--- src/rtl/imsic_msi_rx_if.sv ---
// ---------------------------------------------------------------------------
// imsic_msi_rx_if
// MSI info bus between the IMSIC register map (MMIO clock) and the per-hart
// CSR-domain receiver. The register map drives it; the receiver samples it.
//
// Signals
//   msi_info      INFO_W  {hart, file, id}, id at LSBs; held stable by the
//                         source while a message is in flight
//   msi_info_vld  1       level, high for >= 2 receiver clk periods per message
//
// Modports
//   master  register-map side (drives the bus)
//   slave   receiver side (samples the bus)
// ---------------------------------------------------------------------------
interface imsic_msi_rx_if #(
    parameter int INFO_W = 14
);
    logic [INFO_W-1:0] msi_info;
    logic              msi_info_vld;

    modport master (output msi_info, output msi_info_vld);
    modport slave  (input  msi_info, input  msi_info_vld);
endinterface

--- src/rtl/imsic_msi_rx.sv ---
// ---------------------------------------------------------------------------
// imsic_msi_rx
// CSR-clock-domain receiver for the IMSIC MSI info bus. Synchronises the
// asynchronous valid level, captures the info word once per message, filters
// it against this hart and sets the pending bit of the addressed interrupt
// file. The CSR/topei logic reads o_eip and clears bits on claim.
//
// Ports
//   clk           in   CSR clock
//   rstn          in   asynchronous active-low reset
//   hart_id       in   static index of this hart
//   i_msi         in   MSI info bus (slave modport of imsic_msi_rx_if)
//   clr_vld       in   claim: clear one pending bit this cycle
//   clr_file      in   file of the bit to clear
//   clr_id        in   identity of the bit to clear
//   o_eip         out  pending bits, file f id i at bit f*NR_SRC+i
//   o_setip_we    out  one-cycle pulse per accepted message
//   o_setip_file  out  file of the last accepted message
//   o_setip_id    out  identity of the last accepted message
//   o_drop_cnt    out  saturating count of rejected messages
// ---------------------------------------------------------------------------
module imsic_msi_rx #(
    parameter int NR_SRC_WIDTH    = 5,
    parameter int INTP_FILE_WIDTH = 3,
    parameter int NR_HARTS_WIDTH  = 6,
    parameter int NR_INTP_FILES   = 7
) (
    input  logic                                         clk,
    input  logic                                         rstn,
    input  logic [NR_HARTS_WIDTH-1:0]                    hart_id,
    imsic_msi_rx_if.slave                                i_msi,
    input  logic                                         clr_vld,
    input  logic [INTP_FILE_WIDTH-1:0]                   clr_file,
    input  logic [NR_SRC_WIDTH-1:0]                      clr_id,
    output logic [NR_INTP_FILES*(2**NR_SRC_WIDTH)-1:0]   o_eip,
    output logic                                         o_setip_we,
    output logic [INTP_FILE_WIDTH-1:0]                   o_setip_file,
    output logic [NR_SRC_WIDTH-1:0]                      o_setip_id,
    output logic [7:0]                                   o_drop_cnt
);
    localparam int NR_SRC = 2**NR_SRC_WIDTH;
    localparam int INFO_W = NR_HARTS_WIDTH + INTP_FILE_WIDTH + NR_SRC_WIDTH;
    localparam int EIP_W  = NR_INTP_FILES * NR_SRC;
    // One extra bit so the file-range compare cannot wrap.
    localparam logic [INTP_FILE_WIDTH:0] FILES_LIM = (INTP_FILE_WIDTH+1)'(NR_INTP_FILES);

    logic                       r_vld_s1;
    logic                       r_vld_s2;
    logic                       r_vld_s3;
    logic [INFO_W-1:0]          r_info_q;
    logic                       r_cap_vld;
    logic                       r_setip_we;
    logic [INTP_FILE_WIDTH-1:0] r_setip_file;
    logic [NR_SRC_WIDTH-1:0]    r_setip_id;
    logic [7:0]                 r_drop_cnt;
    logic [EIP_W-1:0]           r_eip;

    logic                       w_rise;
    logic [NR_HARTS_WIDTH-1:0]  w_info_hart;
    logic [INTP_FILE_WIDTH-1:0] w_info_file;
    logic [NR_SRC_WIDTH-1:0]    w_info_id;
    logic                       w_accept;
    logic [EIP_W-1:0]           w_eip_next;

    // Rising edge of the synchronised valid marks exactly one message.
    assign w_rise      = r_vld_s2 & ~r_vld_s3;

    assign w_info_hart = r_info_q[INFO_W-1 -: NR_HARTS_WIDTH];
    assign w_info_file = r_info_q[NR_SRC_WIDTH +: INTP_FILE_WIDTH];
    assign w_info_id   = r_info_q[NR_SRC_WIDTH-1:0];
    assign w_accept    = (w_info_hart == hart_id)
                       & ({1'b0, w_info_file} < FILES_LIM)
                       & (w_info_id != '0);

    always_ff @(posedge clk or negedge rstn) begin
        if (!rstn) begin
            r_vld_s1     <= 1'b0;
            r_vld_s2     <= 1'b0;
            r_vld_s3     <= 1'b0;
            r_info_q     <= '0;
            r_cap_vld    <= 1'b0;
            r_setip_we   <= 1'b0;
            r_setip_file <= '0;
            r_setip_id   <= '0;
            r_drop_cnt   <= 8'd0;
            r_eip        <= '0;
        end else begin
            r_vld_s1  <= i_msi.msi_info_vld;
            r_vld_s2  <= r_vld_s1;
            r_vld_s3  <= r_vld_s2;
            // The multi-bit info word is only sampled here: the source keeps it
            // stable well past the valid rise, so it is settled by now.
            if (w_rise) begin
                r_info_q <= i_msi.msi_info;
            end
            r_cap_vld  <= w_rise;

            r_setip_we <= r_cap_vld & w_accept;
            if (r_cap_vld & w_accept) begin
                r_setip_file <= w_info_file;
                r_setip_id   <= w_info_id;
            end
            if (r_cap_vld & ~w_accept & (r_drop_cnt != 8'hFF)) begin
                r_drop_cnt <= r_drop_cnt + 8'd1;
            end

            r_eip <= w_eip_next;
        end
    end

    // Per-bit pending update. A set and a clear of the same bit in one cycle
    // keeps the bit set so a fresh message is never lost to a stale claim.
    // Clears aimed at a non-existent file or at identity 0 match no bit.
    genvar gi;
    generate
        for (gi = 0; gi < EIP_W; gi++) begin : g_eip
            localparam int FILE_IDX = gi / NR_SRC;
            localparam int ID_IDX   = gi % NR_SRC;
            logic w_set;
            logic w_clr;
            assign w_set = r_setip_we
                         & (r_setip_file == INTP_FILE_WIDTH'(FILE_IDX))
                         & (r_setip_id   == NR_SRC_WIDTH'(ID_IDX));
            assign w_clr = clr_vld
                         & (clr_file == INTP_FILE_WIDTH'(FILE_IDX))
                         & (clr_id   == NR_SRC_WIDTH'(ID_IDX))
                         & (clr_id   != '0);
            assign w_eip_next[gi] = w_set | (r_eip[gi] & ~w_clr);
        end
    endgenerate

    assign o_eip        = r_eip;
    assign o_setip_we   = r_setip_we;
    assign o_setip_file = r_setip_file;
    assign o_setip_id   = r_setip_id;
    assign o_drop_cnt   = r_drop_cnt;

endmodule

--- src/flat_wrapper.sv ---
// flat-port wrapper written by rule: the top's interface ports become plain ports
module imsic_msi_rx_flat 
#(
    parameter int NR_SRC_WIDTH    = 5,
    parameter int INTP_FILE_WIDTH = 3,
    parameter int NR_HARTS_WIDTH  = 6,
    parameter int NR_INTP_FILES   = 7
)
  (clk, rstn, hart_id, clr_vld, clr_file, clr_id, o_eip, o_setip_we, o_setip_file, o_setip_id, o_drop_cnt, i_msi_msi_info, i_msi_msi_info_vld);
  imsic_msi_rx_if #(.INFO_W(((6) + (3) + (5)))) i_msi_i ();
  input  logic clk;
  input  logic rstn;
  input  logic [NR_HARTS_WIDTH-1:0] hart_id;
  input  logic clr_vld;
  input  logic [INTP_FILE_WIDTH-1:0] clr_file;
  input  logic [NR_SRC_WIDTH-1:0] clr_id;
  output logic [NR_INTP_FILES*(2**NR_SRC_WIDTH)-1:0] o_eip;
  output logic o_setip_we;
  output logic [INTP_FILE_WIDTH-1:0] o_setip_file;
  output logic [NR_SRC_WIDTH-1:0] o_setip_id;
  output logic [7:0] o_drop_cnt;
  input wire logic [$bits(i_msi_i.msi_info)-1:0] i_msi_msi_info;
  input wire logic [$bits(i_msi_i.msi_info_vld)-1:0] i_msi_msi_info_vld;
  assign i_msi_i.msi_info = i_msi_msi_info;
  assign i_msi_i.msi_info_vld = i_msi_msi_info_vld;
  imsic_msi_rx #(.NR_SRC_WIDTH(NR_SRC_WIDTH), .INTP_FILE_WIDTH(INTP_FILE_WIDTH), .NR_HARTS_WIDTH(NR_HARTS_WIDTH), .NR_INTP_FILES(NR_INTP_FILES)) u_core (.clk(clk), .rstn(rstn), .hart_id(hart_id), .i_msi(i_msi_i), .clr_vld(clr_vld), .clr_file(clr_file), .clr_id(clr_id), .o_eip(o_eip), .o_setip_we(o_setip_we), .o_setip_file(o_setip_file), .o_setip_id(o_setip_id), .o_drop_cnt(o_drop_cnt));
endmodule
--- config.mk ---
export PLATFORM = sky130hd
export DESIGN_NAME = imsic_msi_rx_flat
export DESIGN_NICKNAME = d
export VERILOG_FILES = /design/src/rtl/imsic_msi_rx_if.sv /design/src/rtl/imsic_msi_rx.sv /design/src/flat_wrapper.sv
export SDC_FILE = /design/constraint.sdc
export NUM_CORES = 1
export LEC_CHECK = 0
export ABC_AREA = 1
export CORE_MARGIN = 4
export CORE_UTILIZATION = 49
export DETAILED_ROUTE_END_ITERATION = 12
export PLACE_DENSITY = 0.89
export SYNTH_ARGS = -nofsm -noshare
export SYNTH_HDL_FRONTEND = slang
export SYNTH_SLANG_ARGS = --single-unit
--- constraint.sdc ---
create_clock -name clk -period 1.7 [get_ports clk]
set_input_delay 0.34 -clock clk [delete_from_list [all_inputs] [get_ports clk]]
set_output_delay 0.34 -clock clk [all_outputs]
set_load 0.01 [all_outputs]
## Yosys cells after proc, flatten, opt, wreduce, memory -nomap -nowiden

Cells that the tools add are included.
Widths: inputs -> output; s select.

| cells by class | value |
|---|---|
| muxes and demuxes | 0 |
| reductions and logical operators | 6 |
| equal/unequal tests | 76 |
| div/mod/pow operators | 0 |
| $add $sub $neg | 1 |
| bitwise operators | 1366 |
| magnitude comparators | 1 |
| shift operators | 0 |
| multipliers | 0 |

Operators with widths:

| kind | count |
|---|---|
| $and 1x1->1 | 916 |
| $not 1->1 | 226 |
| $or 1x1->1 | 224 |
| $eq 5x5->1 const B | 32 |
| $eq 5x4->1 const B | 16 |
| $eq 5x3->1 const B | 8 |
| $eq 5x2->1 const B | 4 |
| $eq 3x3->1 const B | 6 |
| $eq 3x2->1 const B | 4 |
| $eq 5x1->1 const B | 2 |
| $logic_not 5->1 | 2 |
| $reduce_bool 5->1 | 2 |
| $add 8x1->8 const B | 1 |
| $ne 8x8->1 const B | 1 |
| $eq 3x1->1 const B | 2 |
| $eq 6x6->1 | 1 |
| $logic_not 3->1 | 2 |
| $lt 3x3->1 const B | 1 |

| word-level totals | value |
|---|---|
| memories | 0 |
| logic and storage cells | 1460 |
| register bits after elaboration | 259 |
| latch bits | 0 |
| output and inout bits | 241 |
| input bits | 32 |
| bits in writable memories | 0 |
| memory bits (read-only) | 0 |

## Longest topological paths before layout

| depth | value |
|---|---|
| depth after elaboration | 7 |
| depth in mapped cells | 10 |
| mapped depth without buffers | 9 |

## Worst setup path after synthesis

OpenSTA, ideal clock, no wires.

| timing | value |
|---|---|
| kind | register to register |
| start | reg u_core.r_drop_cnt[0] (netlist: u_core.o_drop_cnt[0]) |
| end | reg u_core.r_drop_cnt[7] (netlist: u_core.o_drop_cnt[7]) |
| arrival | 1.342 ns |
| setup time | 0.117 ns |
| required time | 1.583 ns |
| stages on the path, launching flop included | 10 |
| slack | 0.241 ns |
| cells stage by stage | dfrtp_1 ha_1 nand2_1 nor2_1 nand2_1 nand3_1 nor2_1 nand3_1 nand2_1 nand2_1 |

| between the ends | value |
|---|---|
| word-level cells in the longest chain between the ends | 2 |

Ends and longest elaborated chain:

| element | line | source |
|---|---|---|
| from (decl) | imsic_msi_rx.sv:55 | `logic [7:0] r_drop_cnt;` |
| from (signal assigned) | imsic_msi_rx.sv:104 | `r_drop_cnt <= r_drop_cnt + 8'd1;` |
| parallel branches: the longest is 2 deep, another holds $add 8x1->8 | - |  |

Parallel ways; which one is timed is not known.
A chain may end at the register's enable or synchronous reset.

## Worst setup path after layout

| timing | value |
|---|---|
| start | reg u_core.r_setip_id[3] (netlist: u_core.o_setip_id[3]) |
| end | out o_setip_id[3] |

RTL lines:

| element | line | source |
|---|---|---|
| from (decl) | imsic_msi_rx.sv:54 | `logic [NR_SRC_WIDTH-1:0] r_setip_id;` |
| from (signal assigned) | imsic_msi_rx.sv:101 | `r_setip_id <= w_info_id;` |
| to (decl) | flat_wrapper.sv:20 | `output logic [NR_SRC_WIDTH-1:0] o_setip_id;` |

No word-level cell between the ends.

==> flow_summary.ini <==
[flow_run]
maxCapViolCount = 0

[floorplanning]
die_area_mm2 = 0.0233
die_x_um = 153
die_h_um = 153
start_util_pct = 50.3
num_rows = 52
io_pins = 273
coreArea_mm2 = 0.0204

[logic_synthesis]
syn_inst = 1042
yosysWarnings = 0
synth_top_area_share_pct = 63.1
synth_area_per_cell_um2 = 9.86
netlist_area_mm2 = 0.0103
syn_nets = 1075
yosys-top-cells-area = dfrtp_1 (63%), o21ai_0 (17%), nand2_1 (5.3%), o21ai_1 (4.3%), clkbuf_1 (1.6%)
seq_area_frac_synth_pct = 63.1
yosysUniqueCellTypes = 22
yosysTopAreaCell = dfrtp_1
ys_ff_latch = 259
synth-edff-count = 0
async_flop_share_pct = 100
synth_ff_type = dfrtp_1

[worst_setup_path]
arrival_ns = 1.31
cp-start-kind = register
crit_family = flip-flops
crit_fanout = 6
cp_num_buf_inv = 1
max_stage_delay_ns = 0.48
crit_type = reg -> out
cp_cell_sequence = dlygate4sd2_1
cp-end-kind = output pin
worstPathRequired_ns = 1.36
cpMaxStageDelayCell = dfrtp_2

[finish]
final_cell_mix = o21ai_0 (354), dfrtp_1 (253), dlygate4sd2_1 (241)
drive_gt1_share_pct = 9.31
antenna_cells = 0
fin_area_mm2 = 0.0142
nets = 1368
final_core_util_pct = 69.4
mostFrequentLayoutCell = o21ai_0
area.growth.synth_to_final_pct = 38.1
fill_cells = 1608

[global_routing]
grt-busiest-layer = met2
antenna_found_initial = 0
met3_usage_pct = 7.13
overflow = 0
grt_util_all_layers_pct = 30.7
met1_usage_pct = 40.0
use_met2_pct = 51.3
grt_pass1_vias = 9956
grt_max_degree = 55
grt_pass1_wl_mm = 57.2

[sta]
tightest_slew_ns = 0.489
slew_violations = 0
fmax_ghz = 0.605
fin_hold_ws_ns = 0.258
finalCriticalPeriod_ns = 1.65
fin_setup_tns_ns = 0
skew_ns = 0.00944
rsz0062_at_grt = false
finalHoldViolCount = 0
max_slew_margin_pct = 67.4
fin_crit_sh_pct = 97.3
setup_viol = 0

[placed_design]
io_buffers = 272
place_area_mm2 = 0.0136
dp_hpwl_mm = 25.2
gp_congestion = 0.924

[clock_network]
clock_latency_ns = 0.52
cts_buffer_depth = 3
cts_tree = yes
cts_setup_buffers = 0
root_buffer = clkbuf_16
cts_sinks = 259
cts-buffers-inserted = 27
htree_levels = 1
clk_pin_slew_ns = 0.06

[routing]
dr_total_vias = 9778
vias_per_cell = 6.02
dr.pass1.iters = 5
postRouteAntennaNets = 0
remaining_drc_errors = 0
drt_iter0_drc = 863
routedWlPerCell_um = 22.8
wl_mm = 37.1

[power_and_ir_drop]
max-vdd-ir-drop_mv = 0.874
p_leak_nw = 5.23
p_per_area_mw_per_mm2 = 1050
power.total_mw = 14.9

[outcome]
status = completed

[min_path]
hold_path_class = in -> reg
-- final timing paths --
path	from	endpoint	slack, ns	depth (start not counted)
worst max-delay path	u_core.o_setip_id[3]	o_setip_id[3]	0.05	1
worst min-delay path	i_msi_msi_info_vld	u_core.r_vld_s1	0.26	1
worst max register to register	u_core.o_setip_id[1]	u_core.o_eip[184]	0.12	5
worst min register to register	u_core.r_vld_s1	u_core.r_vld_s2	0.34	0
max in group asynchronous	rstn	u_core.o_eip[147]	0.74	3
min in group asynchronous	rstn	u_core.o_eip[2]	0.35	2
-- where the power goes --
part           total, mW  internal, mW  switching, mW
registers           7.12          6.72          0.401
logic               2.27         0.922           1.34
clock network       5.55          3.21           2.34
-- layout make-up --
| cell class | count | area (um2) | share of cell area, % |
|---|---|---|---|
| flip-flops and latches | 259 | 6490 | 45.7 |
| multi-input cells | 695 | 3440 | 24.3 |
| repair buffers | 317 | 2950 | 20.8 |
| clock buffers | 41 | 798 | 5.63 |
| well taps | 270 | 338 | 2.38 |
| inverters | 35 | 131 | 0.926 |
| clock inverters | 6 | 32.5 | 0.229 |
-- cell families after synthesis --
family          Yosys count  synth area share [%]
simple gates            237                  10.6
fa+ha+maj                 1                 0.122
buf+inv                  88                  3.41
xor+xnor                  8                 0.682
flops                   259                  63.1
compound gates          449                  22.0
-- sequential cells by signal, indices dropped and copies added (netlist names) --
| register | cells |
|---|---|
| u_core.o_eip | 224 |
| u_core.o_drop_cnt | 8 |
| u_core.r_vld_s1 | 1 |
| u_core.o_setip_id | 5 |
| u_core.o_setip_we | 1 |
| u_core.r_info_q | 14 |
| u_core.r_vld_s2 | 1 |
| u_core.o_setip_file | 3 |
| u_core.r_vld_s3 | 1 |
| u_core.r_cap_vld | 1 |
-- stage by stage --
step,instances,worst slack [ns]
after floorplan,1042,0.241
after global placement,1575,-0.228
after detailed placement,1575,-0.302
after CTS,1623,0.0323
after global routing,1623,0.00575
final,1623,0.0467
-- worst reg2reg max path, cell delays in order (launching register included) --
cell     delay, ns
dfrtp_2       0.46
nor2_1        0.19
inv_1         0.13
nor2_1        0.17
nand2_1       0.25
o21ai_0       0.28
-- what timing repair did --
item / 4_1_cts / 5_1_grt
hold buffers: 1 / 0
endpoints found under the hold margin: 45 / 0
gates resized for setup: 247 / 2
pin swaps: 0 / 0
setup endpoints to repair: 241 / 4
-- cells in the mapped netlist, types with 5 or more instances --
| library cell | count |
|---|---|
| nor2_4 | 13 |
| dfrtp_1 | 259 |
| nor2_1 | 33 |
| o21ai_0 | 354 |
| o21bai_1 | 7 |
| nand4_1 | 9 |
| nand3_1 | 18 |
| nand2_2 | 12 |
| clkbuf_1 | 45 |
| o21ai_1 | 88 |
| xor2_1 | 5 |
| nand2_1 | 144 |
| inv_1 | 33 |
-- per-layer routing --
layer	wire, um	vias to the layer above	part of all wire, %
met4	1360	0	3.7
met1	13900	4777	37
met3	4010	112	11
met2	17800	713	48
li1	-	4176	-
met5	0	-	0
Power figures use the tool's default switching activity.
